===== config.mk =====
export PLATFORM = sky130hd
export DESIGN_NAME = spi_controller
export DESIGN_NICKNAME = d
export VERILOG_FILES = /design/src/rtl/spi_controller.sv
export SDC_FILE = /design/constraint.sdc
export NUM_CORES = 1
export LEC_CHECK = 0
export BUFFER_PORTS_ARGS = -buffer_cell sky130_fd_sc_hd__buf_2
export CAP_MARGIN = 20
export CORE_MARGIN = 2
export CORE_UTILIZATION = 33
export DETAILED_ROUTE_END_ITERATION = 12
export GPL_TIMING_DRIVEN = 0
export SKIP_CTS_REPAIR_TIMING = 1
export SLEW_MARGIN = 0
export SYNTH_ARGS = -nofsm -noshare
export SYNTH_HDL_FRONTEND = slang
export SYNTH_SLANG_ARGS = --single-unit
export TNS_END_PERCENT = 30

===== constraint.sdc =====
create_clock -name i_clk -period 2.5 [get_ports i_clk]
set_input_delay 0.25 -clock i_clk [delete_from_list [all_inputs] [get_ports i_clk]]
set_output_delay 0.25 -clock i_clk [all_outputs]
set_load 0.1 [all_outputs]

===== src/rtl/spi_controller.sv =====
// Mode 0 SPI controller: one byte per CS_n frame, MSB first, SCLK = clk / (2*CLK_DIV).
// Build option SPI_CTRL_BURST_EN: accept the next byte during HOLD and keep CS_n low.
//
// state | meaning
// IDLE  | ready for a byte, pins idle
// SETUP | CS_n low, first bit on PICO, SCLK low for D cycles
// XFER  | 16 SCLK half-periods of D cycles
// HOLD  | CS_n low, SCLK low for D cycles before release
// GAP   | CS_n high, not ready, D cycles
module spi_controller #(
  parameter int CLK_DIV = 4
) (
  input  logic       i_clk,
  input  logic       i_arst,
  input  logic       i_txDataValid,
  input  logic [7:0] i_txData,
  output logic       o_txReady,
  output logic       o_rxDataValid,
  output logic [7:0] o_rxData,
  output logic       o_SPI_CLK,
  output logic       o_SPI_PICO,
  input  logic       i_SPI_POCI,
  output logic       o_SPI_CS_n
);

  typedef enum logic [2:0] {IDLE, SETUP, XFER, HOLD, GAP} state_t;

  localparam logic [7:0] DIV_LAST = 8'(CLK_DIV - 1);
`ifdef SPI_CTRL_BURST_EN
  localparam bit BURST = 1'b1;
`else
  localparam bit BURST = 1'b0;
`endif

  state_t     state, state_nxt;
  logic [7:0] cnt, cnt_nxt;
  logic [3:0] half, half_nxt;
  logic [7:0] tx_sr, tx_nxt;
  logic [7:0] rx_sr, rx_nxt;
  logic       cs_n_nxt, sclk_nxt, pico_nxt, ready_nxt, rxv_nxt;
  logic [7:0] rxd_nxt;
  logic       cnt_done;
  logic       accept;

  assign cnt_done = (cnt == 8'd0);
  assign accept   = i_txDataValid && o_txReady;

  always_ff @(posedge i_clk or posedge i_arst) begin
    if (i_arst) begin
      state         <= IDLE;
      cnt           <= 8'd0;
      half          <= 4'd0;
      tx_sr         <= 8'd0;
      rx_sr         <= 8'd0;
      o_SPI_CS_n    <= 1'b1;
      o_SPI_CLK     <= 1'b0;
      o_SPI_PICO    <= 1'b0;
      o_txReady     <= 1'b1;
      o_rxDataValid <= 1'b0;
      o_rxData      <= 8'd0;
    end else begin
      state         <= state_nxt;
      cnt           <= cnt_nxt;
      half          <= half_nxt;
      tx_sr         <= tx_nxt;
      rx_sr         <= rx_nxt;
      o_SPI_CS_n    <= cs_n_nxt;
      o_SPI_CLK     <= sclk_nxt;
      o_SPI_PICO    <= pico_nxt;
      o_txReady     <= ready_nxt;
      o_rxDataValid <= rxv_nxt;
      o_rxData      <= rxd_nxt;
    end
  end

  always_comb begin
    state_nxt = state;
    cnt_nxt   = cnt;
    half_nxt  = half;
    tx_nxt    = tx_sr;
    rx_nxt    = rx_sr;
    cs_n_nxt  = o_SPI_CS_n;
    sclk_nxt  = o_SPI_CLK;
    pico_nxt  = o_SPI_PICO;
    ready_nxt = o_txReady;
    rxv_nxt   = 1'b0;
    rxd_nxt   = o_rxData;
    case (state)
      IDLE: begin
        if (accept) begin
          tx_nxt    = i_txData;
          pico_nxt  = i_txData[7];
          cs_n_nxt  = 1'b0;
          ready_nxt = 1'b0;
          cnt_nxt   = DIV_LAST;
          state_nxt = SETUP;
        end
      end
      SETUP: begin
        if (cnt_done) begin
          cnt_nxt   = DIV_LAST;
          half_nxt  = 4'd0;
          state_nxt = XFER;
        end else begin
          cnt_nxt = cnt - 8'd1;
        end
      end
      XFER: begin
        if (cnt_done) begin
          cnt_nxt  = DIV_LAST;
          sclk_nxt = ~o_SPI_CLK;
          half_nxt = half + 4'd1;
          // Falling edge: sample late in the high phase, then present the next bit.
          if (o_SPI_CLK) begin
            rx_nxt = {rx_sr[6:0], i_SPI_POCI};
            if (half != 4'd15) begin
              pico_nxt = tx_sr[6];
              tx_nxt   = {tx_sr[6:0], 1'b0};
            end
          end
          if (half == 4'd15) begin
            ready_nxt = BURST;
            state_nxt = HOLD;
          end
        end else begin
          cnt_nxt = cnt - 8'd1;
        end
      end
      HOLD: begin
        if (BURST && accept) begin
          rxd_nxt   = rx_sr;
          rxv_nxt   = 1'b1;
          tx_nxt    = i_txData;
          pico_nxt  = i_txData[7];
          ready_nxt = 1'b0;
          cnt_nxt   = DIV_LAST;
          state_nxt = SETUP;
        end else if (cnt_done) begin
          cs_n_nxt  = 1'b1;
          pico_nxt  = 1'b0;
          rxd_nxt   = rx_sr;
          rxv_nxt   = 1'b1;
          ready_nxt = 1'b0;
          cnt_nxt   = DIV_LAST;
          state_nxt = GAP;
        end else begin
          cnt_nxt = cnt - 8'd1;
        end
      end
      GAP: begin
        if (cnt_done) begin
          ready_nxt = 1'b1;
          state_nxt = IDLE;
        end else begin
          cnt_nxt = cnt - 8'd1;
        end
      end
      default: state_nxt = IDLE;
    endcase
  end

endmodule

==> results.sh, run 1 <==
export IMPL_setup_viol=0
export IMPL_finalHoldViolCount=0
export IMPL_final_common_cell="dfrtp_1"
export IMPL_synth_cells=198
export IMPL_outcome="complete, no violations"
export IMPL_vias_per_cell=5.40
export IMPL_timing_hold_ws_ns=0.178
export IMPL_synth_edf_count=0
export IMPL_ys_seq_area_frac=0.476
export IMPL_post_place_ws_ns=0.0942
export IMPL_fin_skew_ns=0.00526
export IMPL_leakage_nw=1.18
export IMPL_drc=0
export IMPL_die_x_um=86.9
export IMPL_crit_type="flip-flop to flip-flop"
export IMPL_final_period_utilization=0.936
export IMPL_critical_path_peak_fanout=7
export IMPL_tightest_slew_ns=0.896
export IMPL_place_hpwl_mm=3.19
export IMPL_wirelength_mm=4.58
export IMPL_required_ns=2.69
export IMPL_p_total_mw=1.21
export IMPL_cp_arrival_ns=2.53
export IMPL_final_cell_count_no_fill=312
export IMPL_clock_sinks=43
export IMPL_nets=245
export IMPL_ir_drop_mv=0.336
export IMPL_final_cell_mix="41 x dfrtp_1, 27 x buf_2, 24 x mux2_2"
export IMPL_rsz0062_at_grt="false"
export IMPL_io_pins=25
export IMPL_fin_tns_setup_ns=0
export IMPL_wl_per_cell_um=14.7
export IMPL_max_slew_margin_rel=0.399
export IMPL_final_cell_area_um2=2620
export IMPL_finalCriticalPeriod_ns=2.34
export IMPL_grt_pass1_vias=1687
export IMPL_utilization=0.390
export IMPL_track_usage=0.133
export IMPL_ys_ff_latch=43
export IMPL_dp_cells=303
export IMPL_h_tree_depth=2
export IMPL_clkTransAtPathRegs_ns=0.08
export IMPL_die_area_um2=7550
export IMPL_grt_pass1_wl_mm=7.97
export IMPL_ys_flop_type="dfrtp_1"
export IMPL_synth_nets=212
export IMPL_antenna_found_initial=0
export IMPL_rrSetupSlack_ns=0.16
export IMPL_syn_to_final_growth_pct=15.7
export IMPL_start_kind="flip-flop"
export IMPL_grt_overflow_total=0
export IMPL_core_um2=6720
export IMPL_drt_iter0_markers=106
export IMPL_start_util=0.337
export IMPL_cts_root_buf="clkbuf_8"
export IMPL_cts_tree="built"
export IMPL_gp_congestion=0.762
export IMPL_hp_class="input port to flip-flop"
export IMPL_syn_avg_cell_area_um2=11.5
export IMPL_cts_buffers=5
export IMPL_route_vias_total=1686
export IMPL_max_freq_mhz=427
export IMPL_power_density_nw_per_um2=461
export IMPL_worst_slack_ns=0.159
export IMPL_rows=30
export IMPL_async_flop_share=1.00
export IMPL_drv_cap=0
export IMPL_drive_gt1_frac=0.345
export IMPL_grt_max_degree=44
export IMPL_die_h_um=86.9
export IMPL_port_buffers=24
export IMPL_clkLatencyLatePin_ns=0.30
export IMPL_cts_buffer_depth=2
export IMPL_synth_distinct_cells=55
export IMPL_yosys_warnings=0
export IMPL_dr_pass1_iters=4
export IMPL_report_final_slew_viol_count=0
export IMPL_netlist_area_um2=2270
export IMPL_placed_cell_area_um2=2510
export IMPL_antenna_cells=0
export IMPL_worst_setup_path_end_kind="flip-flop"
export IMPL_ant_nets=0
[final timing paths]
kind,startpoint,to,depth (start not counted)
max,cnt[0]$_DFFE_PP0P_,o_rxData[6]$_DFFE_PP0P_,7
min in group asynchronous,i_arst,state[0]$_DFFE_PP0P_,4
max reg2reg,cnt[0]$_DFFE_PP0P_,o_rxData[6]$_DFFE_PP0P_,7
min,i_SPI_POCI,rx_sr[0]$_DFFE_PP0P_,2
max in group asynchronous,i_arst,o_SPI_CS_n$_DFFE_PP1P_,4
min reg2reg,tx_sr[2]$_DFFE_PP0P_,tx_sr[2]$_DFFE_PP0P_,1
[routing by layer]
metal / GRT usage / up-vias / share of wire
met5: 0 / - / 0
met1: 0.172 / 843 / 0.48
li1: - / 814 / -
met2: 0.218 / 23 / 0.47
met4: 0.0384 / 0 / 0.014
met3: 0.0360 / 6 / 0.036
[area by class of cell]
type / instances / area [µm²]
clock inverters: 2 / 16.3
repair buffers: 26 / 150
inverters: 8 / 30.0
multi-input cells: 139 / 1120
fillers: 641 / 4100
clock buffers: 6 / 82.6
well taps: 80 / 100
flip-flops and latches: 43 / 1080
plain buffers: 8 / 41.3
[critical path, stage by stage, from the launching register on]
cell and delay [ns]:
dfrtp_1 0.43, inv_1 0.09, ha_1 0.22, or3b_1 0.40, nor2_2 0.24, nand3_1 0.28, inv_2 0.22, mux2_2 0.35
[Yosys cell counts, drive strengths merged (4+ instances only)]
cell type	instances	area share
mux2	30	0.15
o211ai	5	0.017
a21oi	7	0.015
buf	5	0.013
nand2	9	0.015
inv	8	0.013
nor3	6	0.015
nor2	7	0.013
nor3b	4	0.015
or2	4	0.011
a22oi	6	0.020
dfrtp	41	0.45
o21ai	9	0.022
[where the power goes]
group          internal (mW)  total, mW  switching [mW]
combinational         0.0157     0.0338          0.0181
sequential             0.696      0.696        0.000608
clock                  0.226      0.480           0.254
total                  0.937       1.21           0.273
[sequential cells by signal, indices dropped and copies added, names as in the netlist]
register       cells
cnt                8
half               4
o_SPI_CLK          1
o_SPI_CS_n         1
o_SPI_PICO         1
o_rxData           8
o_rxDataValid      1
o_txReady          1
rx_sr              8
state              3
tx_sr              7
[kinds of logic after synthesis]
group,Yosys count,share of synthesized area
compound gates,52,0.170
simple gates,48,0.134
flops,43,0.476
mux,33,0.162
buf+inv,16,0.0315
xor+xnor,3,0.0116
fa+ha+maj,3,0.0155
No activity file was read; power rests on OpenSTA's default activity.
==> run 2: changes to the inputs <==
==> constraint.sdc (replaced) <==
create_clock -name i_clk -period 2.2 [get_ports i_clk]
set_input_delay 0.22 -clock i_clk [delete_from_list [all_inputs] [get_ports i_clk]]
set_output_delay 0.22 -clock i_clk [all_outputs]
set_load 0.1 [all_outputs]
==> run 2 against run 1 <==
Clock skew is 0.0037 ns higher. Register-to-register slack worse by 0.10 ns. Worst setup slack lost 0.10 ns. Routed wire length increased by 1.7%. Die area unchanged. Largest power group unchanged. Non-clock buffer count rose by 1. Power increased by 13%. Cell count rose by 0.32%. Sequential power up 14%. Sequential cell count unchanged. Core utilization increased by 0.95 points. Hold slack worse by 0.019 ns.
==> results.sh, run 2 (same netlist as run 1, synthesis figures left out) <==
export IMPL_rsz0062_at_grt="true"
export IMPL_final_period_utilization=0.974
export IMPL_reg2regPathDepth=5
export IMPL_reg_largest_list="cnt (8), o_rxData (8), rx_sr (8)"
export IMPL_hp_class="input port to flip-flop"
export IMPL_port_buffers=24
export IMPL_cts_buffers=5
export IMPL_report_final_slew_viol_count=0
export IMPL_critical_path_peak_fanout=10
export IMPL_clock_power_share=0.395
export IMPL_p_total_mw=1.37
export IMPL_grt_pass1_wl_mm=7.96
export IMPL_r2r_start="cnt[6]$_DFFE_PP0P_"
export IMPL_clock_sinks=43
export IMPL_syn_to_final_growth_pct=18.5
export IMPL_grt_max_degree=34
export IMPL_start_kind="flip-flop"
export IMPL_core_um2=6720
export IMPL_route_vias_total=1692
export IMPL_wirelength_mm=4.66
export IMPL_antenna_cells=0
export IMPL_min_to="rx_sr[0]$_DFFE_PP0P_"
export IMPL_wl_per_cell_um=14.9
export IMPL_nets=246
export IMPL_p_sw_mw=0.307
export IMPL_drc=0
export IMPL_dp_cells=303
export IMPL_vias_per_cell=5.41
export IMPL_rr_endpoint="tx_sr[3]$_DFFE_PP0P_"
export IMPL_grt_overflow_total=0
export IMPL_dr_pass1_iters=4
export IMPL_cts_root_buf="clkbuf_8"
export IMPL_die_x_um=86.9
export IMPL_setup_viol=0
export IMPL_max_slew_margin_rel=0.360
export IMPL_grt_pass1_vias=1629
export IMPL_final_cell_mix="41 x dfrtp_1, 26 x buf_2, 24 x mux2_2"
export IMPL_clkLatencyLatePin_ns=0.30
export IMPL_ir_drop_mv=0.331
export IMPL_p_sw_frac=0.224
export IMPL_required_ns=2.38
export IMPL_rrSetupSlack_ns=0.06
export IMPL_p_int_mw=1.06
export IMPL_ant_nets=0
export IMPL_hold_path_startpoint="i_SPI_POCI"
export IMPL_crit_type="flip-flop to flip-flop"
export IMPL_max_freq_mhz=467
export IMPL_h_tree_depth=2
export IMPL_power_density_nw_per_um2=511
export IMPL_track_usage=0.132
export IMPL_cts_tree="built"
export IMPL_p_seq_frac=0.577
export IMPL_antenna_found_initial=0
export IMPL_rows=30
export IMPL_leakage_nw=1.19
export IMPL_finalCriticalPeriod_ns=2.14
export IMPL_io_pins=25
export IMPL_final_common_cell="dfrtp_1"
export IMPL_drt_iter0_markers=94
export IMPL_min_path_cells=2
export IMPL_tightest_slew_ns=0.954
export IMPL_worst_setup_path_end_kind="flip-flop"
export IMPL_die_area_um2=7550
export IMPL_outcome="complete, no violations"
export IMPL_place_hpwl_mm=3.28
export IMPL_start_util=0.337
export IMPL_cts_buffer_depth=2
export IMPL_die_h_um=86.9
export IMPL_drv_cap=0
export IMPL_drive_gt1_frac=0.378
export IMPL_power_frac_comb=0.028
export IMPL_final_cell_count_no_fill=313
export IMPL_clkTransAtPathRegs_ns=0.09
export IMPL_finalHoldViolCount=0
export IMPL_cp_arrival_ns=2.32
export IMPL_gp_congestion=0.757
export IMPL_fin_skew_ns=0.00892
==> run 2: critical path, stage by stage (launching register included) <==
cell and delay [ns]:
dfrtp_1 0.45, or4_4 0.60, buf_6 0.18, nor4_4 0.32, o21ai_4 0.14, mux2_1 0.34
==> run 2: per-layer routing <==
layer | GRT usage | vias up | share of wire
met1 | 0.186 | 836 | 0.48
met3 | 0.0332 | 6 | 0.040
met2 | 0.203 | 31 | 0.47
met4 | 0.0341 | 0 | 0.010
met5 | 0 | - | 0
li1 | - | 819 | -
==> run 2: power groups by stage <==
stage / Combinational [mW] / Sequential (mW) / Clock, mW
2_1_floorplan: 0.0187 / 0.807 / 0
3_5_place_dp: 0.0396 / 0.807 / 0
5_1_grt: 0.0448 / 0.791 / 0.596
6_report: 0.0388 / 0.791 / 0.542
3_3_place_gp: 0.0339 / 0.807 / 0
4_1_cts: 0.0394 / 0.791 / 0.563
==> run 2: final cells by class <==
| type | count | area (µm²) |
|---|---|---|
| timing repair buffer | 27 | 158 |
| tap | 80 | 100 |
| inverter | 8 | 32.5 |
| sequential | 43 | 1080 |
| fill | 633 | 4030 |
| clock inverter | 2 | 16.3 |
| buffer | 8 | 43.8 |
| multi-input combinational | 139 | 1170 |
| clock buffer | 6 | 82.6 |
==> run 2: worst max path at each step <==
stage                          start  slack (ns)  cells after the start                      end
4_1_cts           cnt[0]$_DFFE_PP0P_       -0.14                      7  o_rxData[6]$_DFFE_PP0P_
3_5_place_dp      cnt[0]$_DFFE_PP0P_       -0.13                      7  o_rxData[6]$_DFFE_PP0P_
3_3_place_gp      cnt[0]$_DFFE_PP0P_       -0.13                      7       cnt[5]$_DFFE_PP0P_
2_1_floorplan  o_txReady$_DFFE_PP1P_     0.00006                      4       cnt[5]$_DFFE_PP0P_
6_report          cnt[6]$_DFFE_PP0P_        0.06                      5     tx_sr[3]$_DFFE_PP0P_
5_1_grt           cnt[0]$_DFFE_PP0P_      -0.005                      7       cnt[5]$_DFFE_PP0P_
==> run 2: stage by stage <==
| step | TNS (ns) | setup WS (ns) | hold slack, ns | utilization | area (µm²) |
|---|---|---|---|---|---|
| CTS | -1.16 | -0.138 | -0.158 | 0.389 | 2610 |
| global route | -0.00497 | -0.00497 | 0.154 | 0.400 | 2690 |
| detailed placement | -0.923 | -0.133 | 0.165 | 0.374 | 2510 |
| global placement | -1.06 | -0.134 | 0.454 | 0.371 | 2490 |
| finish | 0 | 0.0573 | 0.158 | 0.400 | 2690 |
| floorplan | 0 | 0.0000591 | 0.371 | - | 2270 |
